$ cat config.mk
export PLATFORM = sky130hd
export DESIGN_NAME = aes_key_expand_ctrl
export DESIGN_NICKNAME = d
export VERILOG_FILES = /design/src/rtl/aes_key_expand_ctrl.sv
export SDC_FILE = /design/constraint.sdc
export NUM_CORES = 1
export LEC_CHECK = 0
export BUFFER_PORTS_ARGS = -buffer_cell sky130_fd_sc_hd__buf_2
export CORE_UTILIZATION = 40
export CTS_BUF_LIST = sky130_fd_sc_hd__clkbuf_4 sky130_fd_sc_hd__clkbuf_8
export DETAILED_ROUTE_END_ITERATION = 12
export PLACE_DENSITY = 0.68
export SETUP_SLACK_MARGIN = 0.4
export SLEW_MARGIN = 25
export SYNTH_ARGS = -nofsm -noshare
export SYNTH_HDL_FRONTEND = slang
export SYNTH_SLANG_ARGS = --single-unit
$ cat constraint.sdc
create_clock -name clk -period 4.55 [get_ports clk]
set_clock_uncertainty 0.2 [all_clocks]
set_input_delay 0.2275 -clock clk [delete_from_list [all_inputs] [get_ports clk]]
set_output_delay 0.2275 -clock clk [all_outputs]
set_load 0.05 [all_outputs]
$ cat src/rtl/aes_key_expand_ctrl.sv
// -----------------------------------------------------------------------------
// aes_key_expand_ctrl
//
// Word-serial AES-128 key-expansion sequencer. Loads a 128-bit cipher key,
// presents round key 0, then builds each following round key one 32-bit word
// per cycle, in place, using a shared external combinational S-box for
// SubWord(RotWord(w3)) and an internal Rcon table indexed by the round counter.
// Round keys 0..NUM_ROUNDS are handed to the cipher over a valid/ready
// handshake.
//
// Ports:
//   clk       in   system clock, rising edge
//   rst_n     in   synchronous active-low reset
//   start     in   begin expansion (ignored unless IDLE)
//   key_in    in   cipher key, bits 127:96 are w0, sampled on accepted start
//   sbox_in   out  RotWord(w3) toward the shared S-box
//   sbox_out  in   SubWord(sbox_in), same cycle
//   rk_valid  out  round key available
//   rk_ready  in   consumer accepts the round key
//   rk_round  out  index of the presented round key (0..10)
//   rk_data   out  round key {w0,w1,w2,w3}
//   busy      out  high in every state except IDLE
//   done      out  one-cycle pulse after the last round key is accepted
//   abort     in   (only with AES_KEY_EXPAND_ABORT_EN) return to IDLE
//
// Optional feature macro: AES_KEY_EXPAND_ABORT_EN adds the abort input.
//
// state | meaning
// IDLE  | waiting for start, outputs quiet
// EMIT  | round key presented, waiting for rk_ready
// GEN   | building next round key, word idx 0..3, one per cycle
// DONE  | one-cycle done pulse, then IDLE
// -----------------------------------------------------------------------------

module aes_rcon (
    input  logic [3:0] round,
    output logic [7:0] rcon
);
    always_comb begin
        case (round)
            4'd0:    rcon = 8'h01;
            4'd1:    rcon = 8'h02;
            4'd2:    rcon = 8'h04;
            4'd3:    rcon = 8'h08;
            4'd4:    rcon = 8'h10;
            4'd5:    rcon = 8'h20;
            4'd6:    rcon = 8'h40;
            4'd7:    rcon = 8'h80;
            4'd8:    rcon = 8'h1b;
            4'd9:    rcon = 8'h36;
            default: rcon = 8'h00;
        endcase
    end
endmodule

module aes_key_expand_ctrl #(
    parameter int WORD       = 32,
    parameter int SENTENCE   = 128,
    parameter int NUM_ROUNDS = 10
) (
    input  logic                clk,
    input  logic                rst_n,
    input  logic                start,
    input  logic [SENTENCE-1:0] key_in,
    output logic [WORD-1:0]     sbox_in,
    input  logic [WORD-1:0]     sbox_out,
    output logic                rk_valid,
    input  logic                rk_ready,
    output logic [3:0]          rk_round,
    output logic [SENTENCE-1:0] rk_data,
    output logic                busy,
    output logic                done
`ifdef AES_KEY_EXPAND_ABORT_EN
    ,
    input  logic                abort
`endif
);

    typedef enum logic [1:0] {IDLE, EMIT, GEN, DONE} state_t;

    state_t          state, state_nxt;
    logic [WORD-1:0] w0, w1, w2, w3;
    logic [WORD-1:0] w0_nxt, w1_nxt, w2_nxt, w3_nxt;
    logic [3:0]      round_nxt;
    logic [1:0]      idx, idx_nxt;
    logic [3:0]      rcon_round;
    logic [7:0]      rcon_out;
    logic            abort_req;

`ifdef AES_KEY_EXPAND_ABORT_EN
    assign abort_req = abort;
`else
    assign abort_req = 1'b0;
`endif

    // Rcon index is parked at 0 while idle so the table never sees a stale round.
    assign rcon_round = busy ? rk_round : 4'd0;

    aes_rcon u_rcon (
        .round (rcon_round),
        .rcon  (rcon_out)
    );

    assign sbox_in = {w3[WORD-9:0], w3[WORD-1 -: 8]};
    assign rk_data = {w0, w1, w2, w3};

    always_ff @(posedge clk) begin
        if (!rst_n) begin
            state    <= IDLE;
            w0       <= '0;
            w1       <= '0;
            w2       <= '0;
            w3       <= '0;
            rk_round <= '0;
            idx      <= '0;
        end else begin
            state    <= state_nxt;
            w0       <= w0_nxt;
            w1       <= w1_nxt;
            w2       <= w2_nxt;
            w3       <= w3_nxt;
            rk_round <= round_nxt;
            idx      <= idx_nxt;
        end
    end

    always_comb begin
        state_nxt = state;
        w0_nxt    = w0;
        w1_nxt    = w1;
        w2_nxt    = w2;
        w3_nxt    = w3;
        round_nxt = rk_round;
        idx_nxt   = idx;
        rk_valid  = (state == EMIT);
        busy      = (state != IDLE);
        done      = (state == DONE);

        case (state)
            IDLE: begin
                if (start) begin
                    w0_nxt    = key_in[SENTENCE-1 -: WORD];
                    w1_nxt    = key_in[SENTENCE-WORD-1 -: WORD];
                    w2_nxt    = key_in[SENTENCE-2*WORD-1 -: WORD];
                    w3_nxt    = key_in[SENTENCE-3*WORD-1 -: WORD];
                    round_nxt = 4'd0;
                    state_nxt = EMIT;
                end
            end
            EMIT: begin
                // abort wins over a same-cycle handshake
                if (abort_req) begin
                    state_nxt = IDLE;
                end else if (rk_ready) begin
                    if (rk_round == 4'(NUM_ROUNDS)) begin
                        state_nxt = DONE;
                    end else begin
                        idx_nxt   = 2'd0;
                        state_nxt = GEN;
                    end
                end
            end
            GEN: begin
                if (abort_req) begin
                    state_nxt = IDLE;
                end else begin
                    idx_nxt = idx + 2'd1;
                    case (idx)
                        2'd0: w0_nxt = w0 ^ sbox_out ^ {rcon_out, {(WORD-8){1'b0}}};
                        2'd1: w1_nxt = w1 ^ w0;
                        2'd2: w2_nxt = w2 ^ w1;
                        default: begin
                            w3_nxt    = w3 ^ w2;
                            round_nxt = rk_round + 4'd1;
                            state_nxt = EMIT;
                        end
                    endcase
                end
            end
            default: begin
                state_nxt = IDLE;
            end
        endcase
    end

endmodule

==> reports/qor.csv, run 1 <==
stage,metric,value,unit
outcome,outcome,finished clean,
sta,FMAX,259,MHz
clock_tree,Longest Clk Path Bufs,2,
power,pwr dens,322,nW/um^2
worst_setup_path,Worst EP required,4750,ps
sta,Fin. Hold Viols,0,
placed_design,setup slack at placement,1720,ps
cells_and_area,share of layout cells above drive strength 1,27.1,%
yosys,Netlist cell types,45,
global_routing,first-pass GRT wire length,49000,um
worst_setup_path,type of the worst setup path,flip-flop to flip-flop,
power,Peak VDD IR,0.179,mV
drt,DRC violations left,0,
clock_tree,CTS buffer count,17,
worst_setup_path,crit path DAT,4070,ps
clock_tree,H-tree Lvls,4,
cells_and_area,area delta synth->final,40.6,%
floorplanning,core area,20400,um^2
placed_design,cell count after placement,1515,
drt,1st-iter DRT viols,893,
sta,RSZ-0062 raised after global routing,false,
floorplanning,die height,147,um
clock_tree,cts repair resizes,0,
yosys,Syn Area/Cell,8.13,um^2
global_routing,initial antenna violation count,2,
sta,post-layout min period,3860,ps
drt,post-route ant nets,0,
global_routing,Total GRT Usage,28.8,%
yosys,Seq cells post-synth,136,
min_path,Hold Crit Class,input port to flip-flop,
worst_setup_path,Setup crit end kind,flip-flop,
clock_tree,Worst-Skew Late Latency,450,ps
global_routing,GRT Residual Overflow,0,
placed_design,GP Congestion,0.925,
drt,routed vias/inst,5.67,
clock_tree,clock root cell,clkbuf_8,
sta,worst slew pin tran,934,ps
floorplanning,Die W,147,um
run,Max Cap Violations,0,
sta,WHS,13.8,ps
sta,"Period Utilization, post-route",84.9,%
sta,Slew Limit Fails,0,
yosys,share of the synthesized area in the top cell type,32.3,%
drt,Via Count,9608,
global_routing,largest net degree at the start of global routing,92,
placed_design,DP HPWL,21300,um
floorplanning,row cnt,52,
global_routing,vias in the first global route,8926,
clock_tree,Post-CTS Setup Repair Bufs,0,
drt,WL/cell,18.8,um
yosys,register area share after synthesis,32.3,%
cells_and_area,Layout fillers,1865,
sta,Setup TNS,0,ps
power,LEAKAGE,5.22,nW
yosys,synth warn,0,
worst_setup_path,Worst Path Max Fanout,88,
floorplanning,Die Footprint,21600,um^2
drt,WL final,31900,um
clock_tree,CTS tree,done,
yosys,Synth Instances,1036,
cells_and_area,fin cells,1695,
floorplanning,# IOs,331,
yosys,Post-Syn Nets,1206,
worst_setup_path,R2R Setup Slk,690,ps
clock_tree,CTS Sinks,136,
worst_setup_path,CP startpoint kind,flip-flop,
drt,router iterations before antenna repair,6,
sta,Slew headroom,37.7,%
sta,Final WS setup,688,ps
floorplanning,initial core utilization,41.2,%
sta,endpoints failing setup,0,
yosys,area of the mapped netlist,8420,um^2
clock_tree,"CTS clk-pin slew, worst paths",90,ps
yosys,"top cells by area, synth","dfxtp_1 (32%), nor3b_1 (8.0%), o31ai_1 (7.8%)",
yosys,leading area contributor after synthesis,dfxtp_1,
placed_design,I/O Buffers,330,
cells_and_area,Final nets,1580,
==> repair_timing <==
action | in CTS | in global routing
setup endpoints to repair | 0 | 0
hold buffers | 146 | 0
hold endpoints to repair | 121 | 0
==> cell usage after synthesis <==
cell and number:
o221ai_1 1, o21ai_1 109, a22oi_1 64, nor4_1 1, a21boi_1 33, nand3b_1 5, xnor2_1 10, and2_1 91
nand2_1 33, or2_2 1, ha_1 6, mux2_2 1, nor2_1 38, xor2_1 3, mux2i_1 4, nor2b_1 6
o211ai_1 2, o2bb2ai_1 2, dfxtp_1 136, a2bb2oi_1 1, or2_1 4, a32oi_1 2, o21bai_1 4, nor4bb_1 34
buf_2 31, or3_1 3, nor3b_1 90, a22o_1 24, nand2b_1 4, a31oi_1 1, inv_1 7, or3b_1 2
o31ai_1 88, buf_1 4, buf_4 33, a211oi_1 3, and3_1 2, or2_0 8, nor3_1 6, o311ai_0 3
clkbuf_1 67, o21ai_0 21, nand3_1 3, a21oi_1 44, o21a_1 1
==> final timing paths <==
path                startpoint  depth (start not counted)      to
setup / recovery      state[0]                          7   w0[0]
hold reg to reg         w1[27]                          2  w1[27]
hold / removal    sbox_out[30]                          5  w0[30]
setup reg to reg      state[0]                          7   w0[0]
==> metal layers <==
layer	share of wire (%)	routed length [um]	track usage, %	up-vias
met3	6.8	2180	4.78	99
met4	4.3	1380	14.8	0
met5	0	0	0	-
li1	-	-	-	4573
met2	44	14100	42.4	476
met1	45	14300	40.2	4460
==> cell usage in the layout, fill, tap and decap left out, types with 7 or more instances in the layout <==
| master | count |
|---|---|
| dfxtp_1 | 134 |
| a22o_1 | 24 |
| xnor2_1 | 10 |
| a21boi_1 | 33 |
| nor2_1 | 37 |
| or2_0 | 8 |
| a22oi_1 | 64 |
| a21oi_1 | 44 |
| inv_1 | 7 |
| o31ai_1 | 88 |
| and2_1 | 91 |
| clkbuf_8 | 17 |
| o21ai_1 | 109 |
| o21ai_0 | 21 |
| nor4bb_1 | 34 |
| buf_4 | 14 |
| nand2_1 | 33 |
| dlygate4sd3_1 | 146 |
| buf_2 | 329 |
| nor3b_1 | 90 |
==> power by group <==
group	total [mW]	switching [mW]	leakage [nW]	internal (mW)
logic	1.20	0.778	3.88	0.425
registers	1.42	0.140	1.12	1.28
clock network	1.19	0.532	0.223	0.654
==> through the flow <==
step / cell area [um^2] / utilization (%) / total power [mW]
after floorplan: 8420 / - / 2.22
after global placement: 9920 / 48.5 / 2.51
after detailed placement: 9920 / 48.5 / 2.53
after CTS: 11800 / 57.9 / 3.81
after global routing: 11800 / 58.0 / 3.96
final: 11800 / 58.0 / 3.81
==> flip-flops by register name (all words and copies together) (netlist names) <==
| name | cells |
|---|---|
| state | 2 |
| idx | 2 |
| w2 | 32 |
| w1 | 32 |
| w3 | 32 |
| w0 | 32 |
| rk_round | 4 |
==> critical path, cell delays in order, from the launching register on <==
cell and delay (ps):
dfxtp_4 950, nand2b_4 640, buf_12 400, a22o_1 220
dlygate4sd3_1 570, nand2_1 70, a21boi_1 140, dlygate4sd3_1 550
==> logic make-up (layout without fill, tap and decap cells) <==
kind of cell             count (synthesis)  after routing  synth area share [%]
multiplexers                             5              5                 0.609
adder cells (fa/ha/maj)                  6              6                 0.891
AO/OA/AOI/OAI                          403            403                  31.2
AND/OR/NAND/NOR                        331            331                  25.3
XOR/XNOR                                13             13                  1.35
flip-flops                             136            136                  32.3
buffers and inverters                  142            529                  8.26
other                                    0              2                     0
==> final cells by class <==
| cell class | instances | area, um^2 | share of cell area, % |
|---|---|---|---|
| well taps | 270 | 338 | 2.85 |
| clock buffers | 17 | 234 | 1.98 |
| clock inverters | 15 | 224 | 1.89 |
| repair buffers | 490 | 3230 | 27.3 |
| diodes | 2 | 5.00 | 0.0423 |
| inverters | 7 | 26.3 | 0.222 |
| multi-input cells | 758 | 5050 | 42.7 |
| flip-flops and latches | 136 | 2730 | 23.1 |
Power figures use the tool's default switching activity.
==> run 2: changes to the inputs <==
- clock period: 4.55 -> 3.8 ns (I/O delays scaled with it)
==> reports/qor.csv, run 2 (synthesized netlist as in run 1, its figures left out) <==
stage,metric,value,unit,change
global_routing,GRT Residual Overflow,0,,unchanged
floorplanning,initial core utilization,41.2,%,unchanged
worst_setup_path,Worst EP required,3940,ps,-810 ps
clock_tree,CTS tree,done,,
clock_tree,Worst-Skew Late Latency,460,ps,about the same
clock_tree,"Hold-fix buffers, CTS",157,,+7.5%
cells_and_area,area delta synth->final,42.8,%,
sta,Final WS setup,918,ps,+230 ps
drt,DRC violations left,0,,unchanged
clock_tree,"CTS clk-pin slew, worst paths",80,ps,about the same
sta,endpoints failing setup,0,,unchanged
worst_setup_path,Worst Path Max Fanout,74,,-16%
clock_tree,Longest Clk Path Bufs,2,,unchanged
worst_setup_path,CP cell instances,nand2b_4 > buf_12 > a22o_1 > nand2_1 > a21boi_1 > dlygate4sd3_1,,
clock_tree,CTS buffer count,17,,unchanged
placed_design,GP Congestion,0.922,,-0.25%
worst_setup_path,Crit-path slowest cell,dfxtp_4,,
global_routing,initial antenna violation count,4,,+2
sta,Setup TNS,0,ps,unchanged
global_routing,Total GRT Usage,29.0,%,+0.28 points
sta,Fin. Hold Viols,0,,unchanged
sta,"Period Utilization, post-route",75.8,%,-9.0 points
sta,post-layout min period,2880,ps,-980 ps
floorplanning,# IOs,331,,unchanged
outcome,outcome,finished clean,,
drt,routed vias/inst,5.74,,+1.2%
worst_setup_path,crit path DAT,3030,ps,-1040 ps
power,LEAKAGE,5.31,nW,+1.9%
clock_tree,Post-CTS Setup Repair Bufs,0,,unchanged
floorplanning,core area,20400,um^2,unchanged
power,Peak VDD IR,0.192,mV,+7.1%
power,pwr dens,382,nW/um^2,+19%
clock_tree,cts repair resizes,0,,unchanged
drt,Via Count,9831,,+2.3%
sta,RSZ-0062 raised after global routing,false,,
worst_setup_path,type of the worst setup path,flip-flop to flip-flop,,
global_routing,first-pass GRT wire length,49700,um,+1.4%
sta,Slew headroom,54.3,%,+17 points
cells_and_area,"commonest cells after routing, fill and taps aside","buf_2 (329), dlygate4sd3_1 (157), dfxtp_1 (134)",,
sta,WHS,33.2,ps,+19.4 ps
floorplanning,die height,147,um,unchanged
floorplanning,Die Footprint,21600,um^2,unchanged
run,Max Cap Violations,0,,unchanged
drt,router iterations before antenna repair,6,,unchanged
placed_design,I/O Buffers,330,,unchanged
worst_setup_path,"Largest stage delay, worst path",730,ps,-220 ps
floorplanning,row cnt,52,,unchanged
worst_setup_path,R2R Setup Slk,920,ps,+230 ps
placed_design,setup slack at placement,1390,ps,-329 ps
drt,post-route ant nets,0,,unchanged
drt,WL final,32200,um,+0.88%
global_routing,largest net degree at the start of global routing,141,,+53%
worst_setup_path,Setup crit end kind,flip-flop,,
global_routing,vias in the first global route,8986,,+0.67%
placed_design,DP HPWL,21500,um,+0.85%
sta,FMAX,347,MHz,+34%
drt,WL/cell,18.8,um,-0.18%
sta,Slew Limit Fails,0,,unchanged
sta,worst slew pin tran,684,ps,-250 ps
clock_tree,clock root cell,clkbuf_8,,
cells_and_area,share of layout cells above drive strength 1,27.1,%,about the same
cells_and_area,Final nets,1596,,+1.0%
worst_setup_path,CP startpoint kind,flip-flop,,
cells_and_area,"most common cell after layout, fill and taps aside",buf_2,,
floorplanning,Die W,147,um,unchanged
clock_tree,H-tree Lvls,4,,unchanged
min_path,Hold Crit Class,input port to flip-flop,,
drt,1st-iter DRT viols,808,,-9.5%
clock_tree,CTS Sinks,136,,unchanged
==> run 2: cell count changes in the layout (fill, tap and decap cells not counted), sizes merged <==
cell / previous run / this run
clkinvlp: 3 / 0
inv: 9 / 8
dlygate4sd3: 146 / 157
clkbuf: 17 / 19
buf: 344 / 349
diode: 2 / 5
clkinv: 5 / 6
==> run 2: final cells by class <==
cell class	count	area (um^2)
Antenna cell	5	12.5
Clock inverter	12	198
Sequential cell	136	2730
Timing Repair Buffer	506	3410
Inverter	7	26.3
Tap cell	270	338
Multi-Input combinational cell	758	5050
Fill cell	1866	8410
Clock buffer	19	262
==> run 2: power by group <==
group	total (mW)	leakage (nW)	switching (mW)	internal, mW
Clock	1.42	0.236	0.610	0.813
Sequential	1.69	1.12	0.154	1.53
Combinational	1.48	3.96	0.951	0.528
==> run 2: critical path: cells and delay by family (launching register included) <==
kind / cells / cell delay [ps]
and+or+nand+nor: 2 / 520
buffers and inverters: 2 / 950
DFF: 1 / 730
AOI/OAI and AO/OA: 2 / 330
==> run 2: path summary, 6_finish.rpt <==
| kind | start | to | depth (start not counted) |
|---|---|---|---|
| hold reg to reg | w1[27] | w1[27] | 2 |
| setup / recovery | state[1] | w0[9] | 6 |
| hold / removal | key_in[88] | w1[24] | 4 |
| setup reg to reg | state[1] | w0[9] | 6 |
==> run 2: metrics by stage <==
stage | utilization, % | power, mW | cells | area [um^2]
after floorplan | - | 2.66 | 1036 | 8420
after global placement | 48.8 | 3.02 | 1520 | 9980
after CTS | 58.8 | 4.59 | 1708 | 12000
final | 58.8 | 4.59 | 1713 | 12000
after detailed placement | 48.8 | 3.04 | 1520 | 9980
after global routing | 58.8 | 4.78 | 1712 | 12000
==> run 2: metal layers <==
layer | wire length, um | GRT usage, % | up-vias
li1 | - | - | 4609
met1 | 14300 | 40.3 | 4606
met2 | 14500 | 44.7 | 527
met3 | 2180 | 3.85 | 89
met4 | 1280 | 13.0 | 0
met5 | 0 | 0 | -
